### src/rtl/seq_divider_pkg.sv
// Shared types and helpers for the iterative restoring divider.
package seq_divider_pkg;

    // Controller states: waiting for a request, or iterating one quotient bit per clock.
    typedef enum logic {
        IDLE = 1'b0,
        CALC = 1'b1
    } state_t;

    // Width of the iteration counter, which must hold values 0 .. size-1.
    function automatic int cnt_width(input int size);
        int w;
        w = $clog2(size);
        if (w < 1) begin
            w = 1;
        end
        return w;
    endfunction

endpackage

### src/rtl/seq_divider_step.sv
// One combinational restoring-division iteration: shift the next dividend bit into
// the partial remainder, try to subtract the divisor, keep the difference if it
// did not go negative.
module divider_step #(
    parameter int SIZE = 8
) (
    input  logic [SIZE:0]   rem,
    input  logic            quo_msb,
    input  logic [SIZE-1:0] divisor,
    output logic [SIZE:0]   next_rem,
    output logic            q_bit
);

    logic [SIZE+1:0] shifted;
    logic [SIZE+1:0] trial;

    // Trial subtraction carried one bit wider than the remainder so its sign bit is exact.
    always_comb begin
        shifted = {rem, quo_msb};
        trial   = shifted - {2'b00, divisor};
        if (trial[SIZE+1] == 1'b0) begin
            next_rem = trial[SIZE:0];
            q_bit    = 1'b1;
        end else begin
            next_rem = shifted[SIZE:0];
            q_bit    = 1'b0;
        end
    end

endmodule

### src/rtl/seq_divider.sv
// Iterative unsigned restoring divider with a start/busy/done handshake.
// One quotient bit is produced per clock; results are published on the edge that
// finishes the last iteration and held until the next division completes.
// Optional macro SEQ_DIVIDER_ZERO_BYPASS_EN: a zero divisor finishes immediately
// (done one cycle after the start edge, busy never raised) with the same results
// the full iteration would produce.
module seq_divider
    import seq_divider_pkg::*;
#(
    parameter int SIZE = 8
) (
    input  logic            clk,
    input  logic            rst,
    input  logic            start,
    input  logic [SIZE-1:0] a,
    input  logic [SIZE-1:0] b,
    output logic            busy,
    output logic            done,
    output logic [SIZE-1:0] q,
    output logic [SIZE-1:0] r,
    output logic            div_by_zero
);

    localparam int CW = cnt_width(SIZE);
    localparam logic [CW-1:0] LAST_CNT = CW'(SIZE - 1);

    state_t          state_q, state_d;
    logic [CW-1:0]   cnt_q, cnt_d;
    logic [SIZE:0]   rem_q, rem_d;
    logic [SIZE-1:0] quo_q, quo_d;
    logic [SIZE-1:0] dvs_q, dvs_d;
    logic            zero_q, zero_d;
    logic [SIZE-1:0] q_res_q, q_res_d;
    logic [SIZE-1:0] r_res_q, r_res_d;
    logic            dbz_q, dbz_d;
    logic            busy_q, busy_d;
    logic            done_q, done_d;

    logic [SIZE:0]   step_rem;
    logic            step_bit;
    logic [SIZE-1:0] quo_next;

    // The single iteration datapath, reused every CALC cycle.
    divider_step #(.SIZE(SIZE)) u_step (
        .rem      (rem_q),
        .quo_msb  (quo_q[SIZE-1]),
        .divisor  (dvs_q),
        .next_rem (step_rem),
        .q_bit    (step_bit)
    );

    assign quo_next = {quo_q[SIZE-2:0], step_bit};

    // Next-state logic for the controller, working registers and published results.
    always_comb begin
        state_d = state_q;
        cnt_d   = cnt_q;
        rem_d   = rem_q;
        quo_d   = quo_q;
        dvs_d   = dvs_q;
        zero_d  = zero_q;
        q_res_d = q_res_q;
        r_res_d = r_res_q;
        dbz_d   = dbz_q;
        busy_d  = busy_q;
        done_d  = 1'b0;
        case (state_q)
            IDLE: begin
                if (start) begin
`ifdef SEQ_DIVIDER_ZERO_BYPASS_EN
                    if (b == '0) begin
                        done_d  = 1'b1;
                        q_res_d = '1;
                        r_res_d = a;
                        dbz_d   = 1'b1;
                    end else begin
                        quo_d   = a;
                        rem_d   = '0;
                        dvs_d   = b;
                        cnt_d   = '0;
                        zero_d  = 1'b0;
                        busy_d  = 1'b1;
                        state_d = CALC;
                    end
`else
                    quo_d   = a;
                    rem_d   = '0;
                    dvs_d   = b;
                    cnt_d   = '0;
                    zero_d  = (b == '0);
                    busy_d  = 1'b1;
                    state_d = CALC;
`endif
                end
            end
            CALC: begin
                rem_d = step_rem;
                quo_d = quo_next;
                cnt_d = cnt_q + CW'(1);
                if (cnt_q == LAST_CNT) begin
                    state_d = IDLE;
                    busy_d  = 1'b0;
                    done_d  = 1'b1;
                    q_res_d = quo_next;
                    r_res_d = step_rem[SIZE-1:0];
                    dbz_d   = zero_q;
                end
            end
            default: begin
                state_d = IDLE;
                busy_d  = 1'b0;
            end
        endcase
    end

    // All state registers; reset discards any division in flight.
    always_ff @(posedge clk or posedge rst) begin
        if (rst) begin
            state_q <= IDLE;
            cnt_q   <= '0;
            rem_q   <= '0;
            quo_q   <= '0;
            dvs_q   <= '0;
            zero_q  <= 1'b0;
            q_res_q <= '0;
            r_res_q <= '0;
            dbz_q   <= 1'b0;
            busy_q  <= 1'b0;
            done_q  <= 1'b0;
        end else begin
            state_q <= state_d;
            cnt_q   <= cnt_d;
            rem_q   <= rem_d;
            quo_q   <= quo_d;
            dvs_q   <= dvs_d;
            zero_q  <= zero_d;
            q_res_q <= q_res_d;
            r_res_q <= r_res_d;
            dbz_q   <= dbz_d;
            busy_q  <= busy_d;
            done_q  <= done_d;
        end
    end

    assign busy        = busy_q;
    assign done        = done_q;
    assign q           = q_res_q;
    assign r           = r_res_q;
    assign div_by_zero = dbz_q;

endmodule

### config.mk
export PLATFORM = sky130hd
export DESIGN_NAME = seq_divider
export DESIGN_NICKNAME = d
export VERILOG_FILES = /design/src/rtl/seq_divider_pkg.sv /design/src/rtl/seq_divider_step.sv /design/src/rtl/seq_divider.sv
export SDC_FILE = /design/constraint.sdc
export NUM_CORES = 1
export LEC_CHECK = 0
export ABC_AREA = 1
export CAP_MARGIN = 20
export CORE_MARGIN = 10
export CORE_UTILIZATION = 45
export CTS_BUF_LIST = sky130_fd_sc_hd__clkbuf_4
export DETAILED_ROUTE_END_ITERATION = 10
export DONT_BUFFER_PORTS = 1
export GPL_ROUTABILITY_DRIVEN = 0
export PLACE_DENSITY = 0.57
export SLEW_MARGIN = 20
export SYNTH_ARGS = -nofsm -noshare
export SYNTH_HDL_FRONTEND = slang
export SYNTH_HIERARCHICAL = 1
export SYNTH_SLANG_ARGS = --single-unit
### constraint.sdc
create_clock -name clk -period 3.1 [get_ports clk]
set_clock_uncertainty 0.15 [all_clocks]
set_input_delay 0.155 -clock clk [delete_from_list [all_inputs] [get_ports clk]]
set_output_delay 0.155 -clock clk [all_outputs]
set_load 0.1 [all_outputs]
=== Word level (Yosys, flattened, before mapping) ===
Index checks and enable logic that the tools add are counted.

* Add/subtract/negate cells: 2
* Eq/ne operators: 3
* Multiplexer cells: 16
* Bitwise gates (word level): 1
* Reductions and logical operators: 4

{| class="wikitable"
|+ Operators with widths
! kind !! number
|-
| 9-bit 2-to-1 mux || 2
|-
| 9-bit one-hot mux with 2 select lines || 1
|-
| 8-bit one-hot mux with 2 select lines || 1
|-
| 10-bit by 8-bit subtractor with 10-bit output || 1
|-
| 8-bit zero test || 1
|-
| 8-bit 2-to-1 mux || 1
|-
| 1-bit 2-to-1 mux || 7
|-
| 3-bit one-hot mux with 2 select lines || 1
|-
| 2-bit AND reduction || 3
|-
| 1-bit one-hot mux with 2 select lines || 2
|-
| 3-bit by 1-bit adder with 3-bit output (second input constant) || 1
|-
| 3-bit == test (second input constant) || 1
|-
| 3-bit 2-to-1 mux || 1
|-
| 2-bit by 1-bit != test with 1-bit output (second input constant) || 1
|-
| 2-bit != test (second input constant) || 1
|-
| 1-bit inverter || 1
|}

* Register bits: 49
* Input port bits: 19
* Word-level logic and storage cells: 37

=== Longest topological paths before layout ===
* Depth in word-level cells: 3
* Depth in mapped cells: 14

=== Cells and area by module ===
Netlist, hierarchy kept.

{| class="wikitable"
|+ Modules (own cells, without submodules)
! module !! instances !! cells each !! area an instance (µm²) !! sequential area each (µm²)
|-
| seq_divider || 1 || 206 || 1929.4 || 1226.2
|-
| divider_step || 1 || 132 || 704.4 || 0.0
|}

=== Worst setup path after synthesis ===
Ideal clock, no wire load.

* Path kind: register to register
* Start: reg quo_q[7]
* End: reg rem_q[8]
* Setup time: 121 ps
* Arrival: 1690 ps
* Data required time: 2829 ps
* Setup slack: 1139 ps
* Cell stages (with the launch flop): 13
* Clock period less this slack: 1961 ps
* Cells stage by stage: dfrtp_1 -> inv_1 -> ha_1 -> fa_1 -> inv_1 -> nand2_1 -> nand2_1 -> nand3_1 -> nand3_1 -> nand2_1 -> nand3_1 -> nand2_1 -> a22o_1

* Word-level cells in the longest chain between the ends: 3

{| class="wikitable"
|+ Ends and longest elaborated chain
! element !! line !! RTL
|-
| start: declaration || seq_divider.sv:30 || <nowiki>logic [SIZE-1:0] quo_q, quo_d;</nowiki>
|-
| start signal: assignment || seq_divider.sv:134 || <nowiki>quo_q <= quo_d;</nowiki>
|-
| 10-bit by 8-bit subtractor with 10-bit output || seq_divider_step.sv:20 || <nowiki>trial = shifted - {2'b00, divisor};</nowiki>
|-
| 9-bit 2-to-1 mux || seq_divider_step.sv:21 || <nowiki>if (trial[SIZE+1] == 1'b0) begin</nowiki>
|-
| named net step_rem[8] || seq_divider.sv:39 || <nowiki>logic [SIZE:0] step_rem;</nowiki>
|-
| 9-bit one-hot mux with 2 select lines || seq_divider.sv:67 || <nowiki>case (state_q)</nowiki>
|-
| end signal: assignment || seq_divider.sv:133 || <nowiki>rem_q <= rem_d;</nowiki>
|-
| end: declaration || seq_divider.sv:29 || <nowiki>logic [SIZE:0] rem_q, rem_d;</nowiki>
|}

The timed path passes the listed nets, and every way through them passes these cells.
A chain may end at the register's enable or synchronous reset.

=== Worst setup path in the final report ===
* Start: reg state_q
* End: reg dvs_q[6]

* Word-level cells in the longest chain between the ends: 2

{| class="wikitable"
|+ Ends and longest elaborated chain
! element !! line !! RTL
|-
| start: declaration || seq_divider.sv:27 || <nowiki>state_t state_q, state_d;</nowiki>
|-
| start signal: assignment || seq_divider.sv:131 || <nowiki>state_q <= state_d;</nowiki>
|-
| 1-bit inverter (no source line) || -- ||
|-
| 2-bit AND reduction (no source line) || -- ||
|-
| end signal: assignment || seq_divider.sv:135 || <nowiki>dvs_q <= dvs_d;</nowiki>
|-
| end: declaration || seq_divider.sv:31 || <nowiki>logic [SIZE-1:0] dvs_q, dvs_d;</nowiki>
|}

No other way between the ends.

==> flow_metrics.py <==
metrics = {
    "outcome": {
        "status": "finished, final reports clean",
    },
    "synth": {
        "synth_seq_area_share": 0.466,
        "ys_ff_latch": 49,
        "ys_warn_count": 6,
        "syn-cell-area_sq_um": 2630,
        "synthDistinctLibCells": 24,
        "avgSynthCellArea_sq_um": 7.79,
        "synthCells": 338,
        "syn-num-nets": 369,
    },
    "floorplan": {
        "fp.coreArea_sq_um": 5610,
        "start_util": 0.470,
        "die_y_um": 96.5,
        "pin_count": 38,
        "die-area_sq_um": 9310,
        "core.rowCount": 27,
        "dieWidth_um": 96.5,
    },
    "global_routing": {
        "overflow": 0,
        "grt_util_all_layers": 0.140,
        "grt_pass1_vias": 2202,
        "grt_max_degree": 50,
        "grt_antenna_before_repair": 0,
        "grt_pass1_wl_mm": 10.5,
    },
    "sta": {
        "setup-violations-final": 0,
        "grt_setup_unrepaired": "false",
        "final_max_slew_viol_count": 0,
        "min_period_ns": 2.28,
        "tightest_slew_ns": 0.924,
        "hold_violations": 0,
        "relSlewSlack": 0.384,
        "fin_setup_tns_ns": 0,
        "hold_ws_ns": 0.204,
        "clock.fmax_mhz": 439,
        "fin_crit_sh": 0.735,
    },
    "routing": {
        "ant_nets": 0,
        "drc": 0,
        "via_per_inst": 4.99,
        "wire_per_inst_um": 14.0,
        "drt_iter0_drc": 104,
        "finalWirelength_mm": 6.13,
        "num_vias": 2187,
        "first_pass_iters": 5,
    },
    "clocking": {
        "cts_tree": "yes",
        "cts-root-buf": "clkbuf_4",
        "htreeDepth": 2,
        "clkLatencyLatePin_ns": 0.37,
        "clockBufferDepth": 2,
        "numCtsBuffers": 5,
        "ctsResizeCount": 0,
        "path_clk_slew_ns": 0.15,
        "clock-sinks": 49,
    },
    "critical_path": {
        "timing.rr.start": "state_q$_DFF_PP0_",
        "cp_data_arrival_time_ns": 2.41,
        "regToRegSetupSlack_ns": 0.82,
        "required_ns": 3.23,
        "slowest_delay_ns": 0.76,
        "cp_cell_sequence": "inv_2, nand2_4, inv_2, nand2_1, nand2_1, dlygate4sd3_1",
        "r2r-end": "dvs_q[6]$_DFFE_PP0P_",
        "crit_end": "dvs_q[6]$_DFFE_PP0P_",
        "cp-startpoint": "state_q$_DFF_PP0_",
        "critPathKind": "reg2reg",
        "r2r_cells": 6,
        "cp-end-kind": "flip-flop",
        "crit_slowest_cell": "dfrtp_1",
        "critPathMaxFanout": 16,
        "startpoint_type": "flip-flop",
    },
    "placement": {
        "hpwlAfterDp_mm": 4.41,
        "port_buffers": 0,
        "place_area_sq_um": 2690,
    },
    "run": {
        "drv_cap": 0,
    },
    "final_layout": {
        "postLayoutCellArea_sq_um": 3010,
        "nNetsFinal": 396,
        "area_growth_pct": 14.2,
        "num_antenna_cells": 0,
        "drive_gt1_frac": 0.0765,
    },
    "worst_hold_path": {
        "hold_class": "in2async",
    },
}
-- how the worst min path moves through the flow --
| stage | from | to | slack, ns |
|---|---|---|---|
| floorplan | b[6] | dvs_q[6]$_DFFE_PP0P_ | 0.11 |
| global placement | a[4] | quo_q[4]$_DFFE_PP0P_ | 0.13 |
| detailed placement | a[5] | quo_q[5]$_DFFE_PP0P_ | 0.13 |
| CTS | a[2] | quo_q[2]$_DFFE_PP0P_ | 0.27 |
| global route | rst | r[5]$_DFFE_PP0P_ | 0.26 |
| finish | rst | r[5]$_DFFE_PP0P_ | 0.20 |
-- worst max-delay path: cells and delay by family (launching register included) --
| family | cells | cell delay (ns) |
|---|---|---|
| buf+inv | 3 | 0.92 |
| flops | 1 | 0.76 |
| simple gates | 3 | 0.36 |
-- registers in the layout, indices dropped and copies added (netlist names), 3 cells and up --
signal and cells:
r 8, cnt_q 3, q 8, rem_q 9, quo_q 8, dvs_q 8
-- Yosys cell counts --
cell type	number	area share
inv_1	43	0.061
xnor2_1	3	0.010
buf_4	2	0.0057
nand3_2	2	0.0076
nor2_2	2	0.0047
a21oi_1	4	0.0076
a22o_1	3	0.010
or2_2	2	0.0047
nor2_1	12	0.017
dfrtp_1	49	0.47
buf_6	1	0.0043
nand3b_1	1	0.0029
nand3_1	33	0.063
o21ai_1	1	0.0019
nand2_2	2	0.0047
fa_1	1	0.0076
ha_1	11	0.052
nand2_1	130	0.19
inv_2	3	0.0043
nand4_2	2	0.0095
o21ai_0	22	0.042
buf_2	5	0.0095
a21oi_4	1	0.0062
nand2_4	3	0.013
-- routing by layer --
metal,share of wire,GRT usage,up-vias
li1,-,-,1105
met5,0,0,-
met4,0.010,0.0363,0
met1,0.46,0.179,1021
met2,0.48,0.231,55
met3,0.053,0.0370,6
-- placed cells by master (no fill, tap or decap), types with 2 or more instances in the layout --
cell type / netlist / routed
nand2_2: 2 / 2
nand3_1: 33 / 33
nand3_2: 2 / 2
o21ai_0: 22 / 22
dlygate4sd3_1: 0 / 26
inv_2: 3 / 3
clkinv_2: 0 / 2
dfrtp_1: 49 / 49
clkbuf_4: 0 / 6
a22o_1: 3 / 3
xnor2_1: 3 / 3
nand2_4: 3 / 3
nor2_1: 12 / 12
a21oi_1: 4 / 4
buf_4: 2 / 2
nor2_2: 2 / 2
nand4_2: 2 / 2
nand2_1: 130 / 130
ha_1: 11 / 11
inv_1: 43 / 42
or2_2: 2 / 2
-- kinds of logic (layout without fill, tap and decap cells) --
family                     after synthesis  after routing  share of synthesized area
and+or+nand+nor                        189            189                      0.312
buffers and inverters                   54             82                     0.0850
DFF                                     49             49                      0.466
AOI/OAI and AO/OA                       31             31                     0.0675
adders and majority gates               12             12                     0.0599
xor gates and xnor gates                 3              3                    0.00998
-- through the flow --
| step | worst slack [ns] | std cells | util |
|---|---|---|---|
| global placement | 0.960 | 404 | 0.479 |
| floorplan | 1.14 | 338 | - |
| finish | 0.820 | 438 | 0.536 |
| detailed placement | 0.939 | 404 | 0.479 |
| CTS | 0.800 | 438 | 0.536 |
| global route | 0.659 | 438 | 0.536 |
-- repair_timing --
item,CTS,global route
setup buffers,0,0
hold buffers,26,0
hold endpoints to repair,74,0
-- area by class of cell --
class | instances | area [sq um]
clock buffer | 6 | 45.0
clock inverter | 2 | 13.8
fill | 576 | 2600
inverter | 46 | 174
multi-input combinational | 235 | 1180
sequential | 49 | 1230
tap | 72 | 90.1
timing repair buffer | 28 | 275
Power is not shown: default switching activity piles up to over one toggle a cycle in this logic, so the estimate is an artifact.
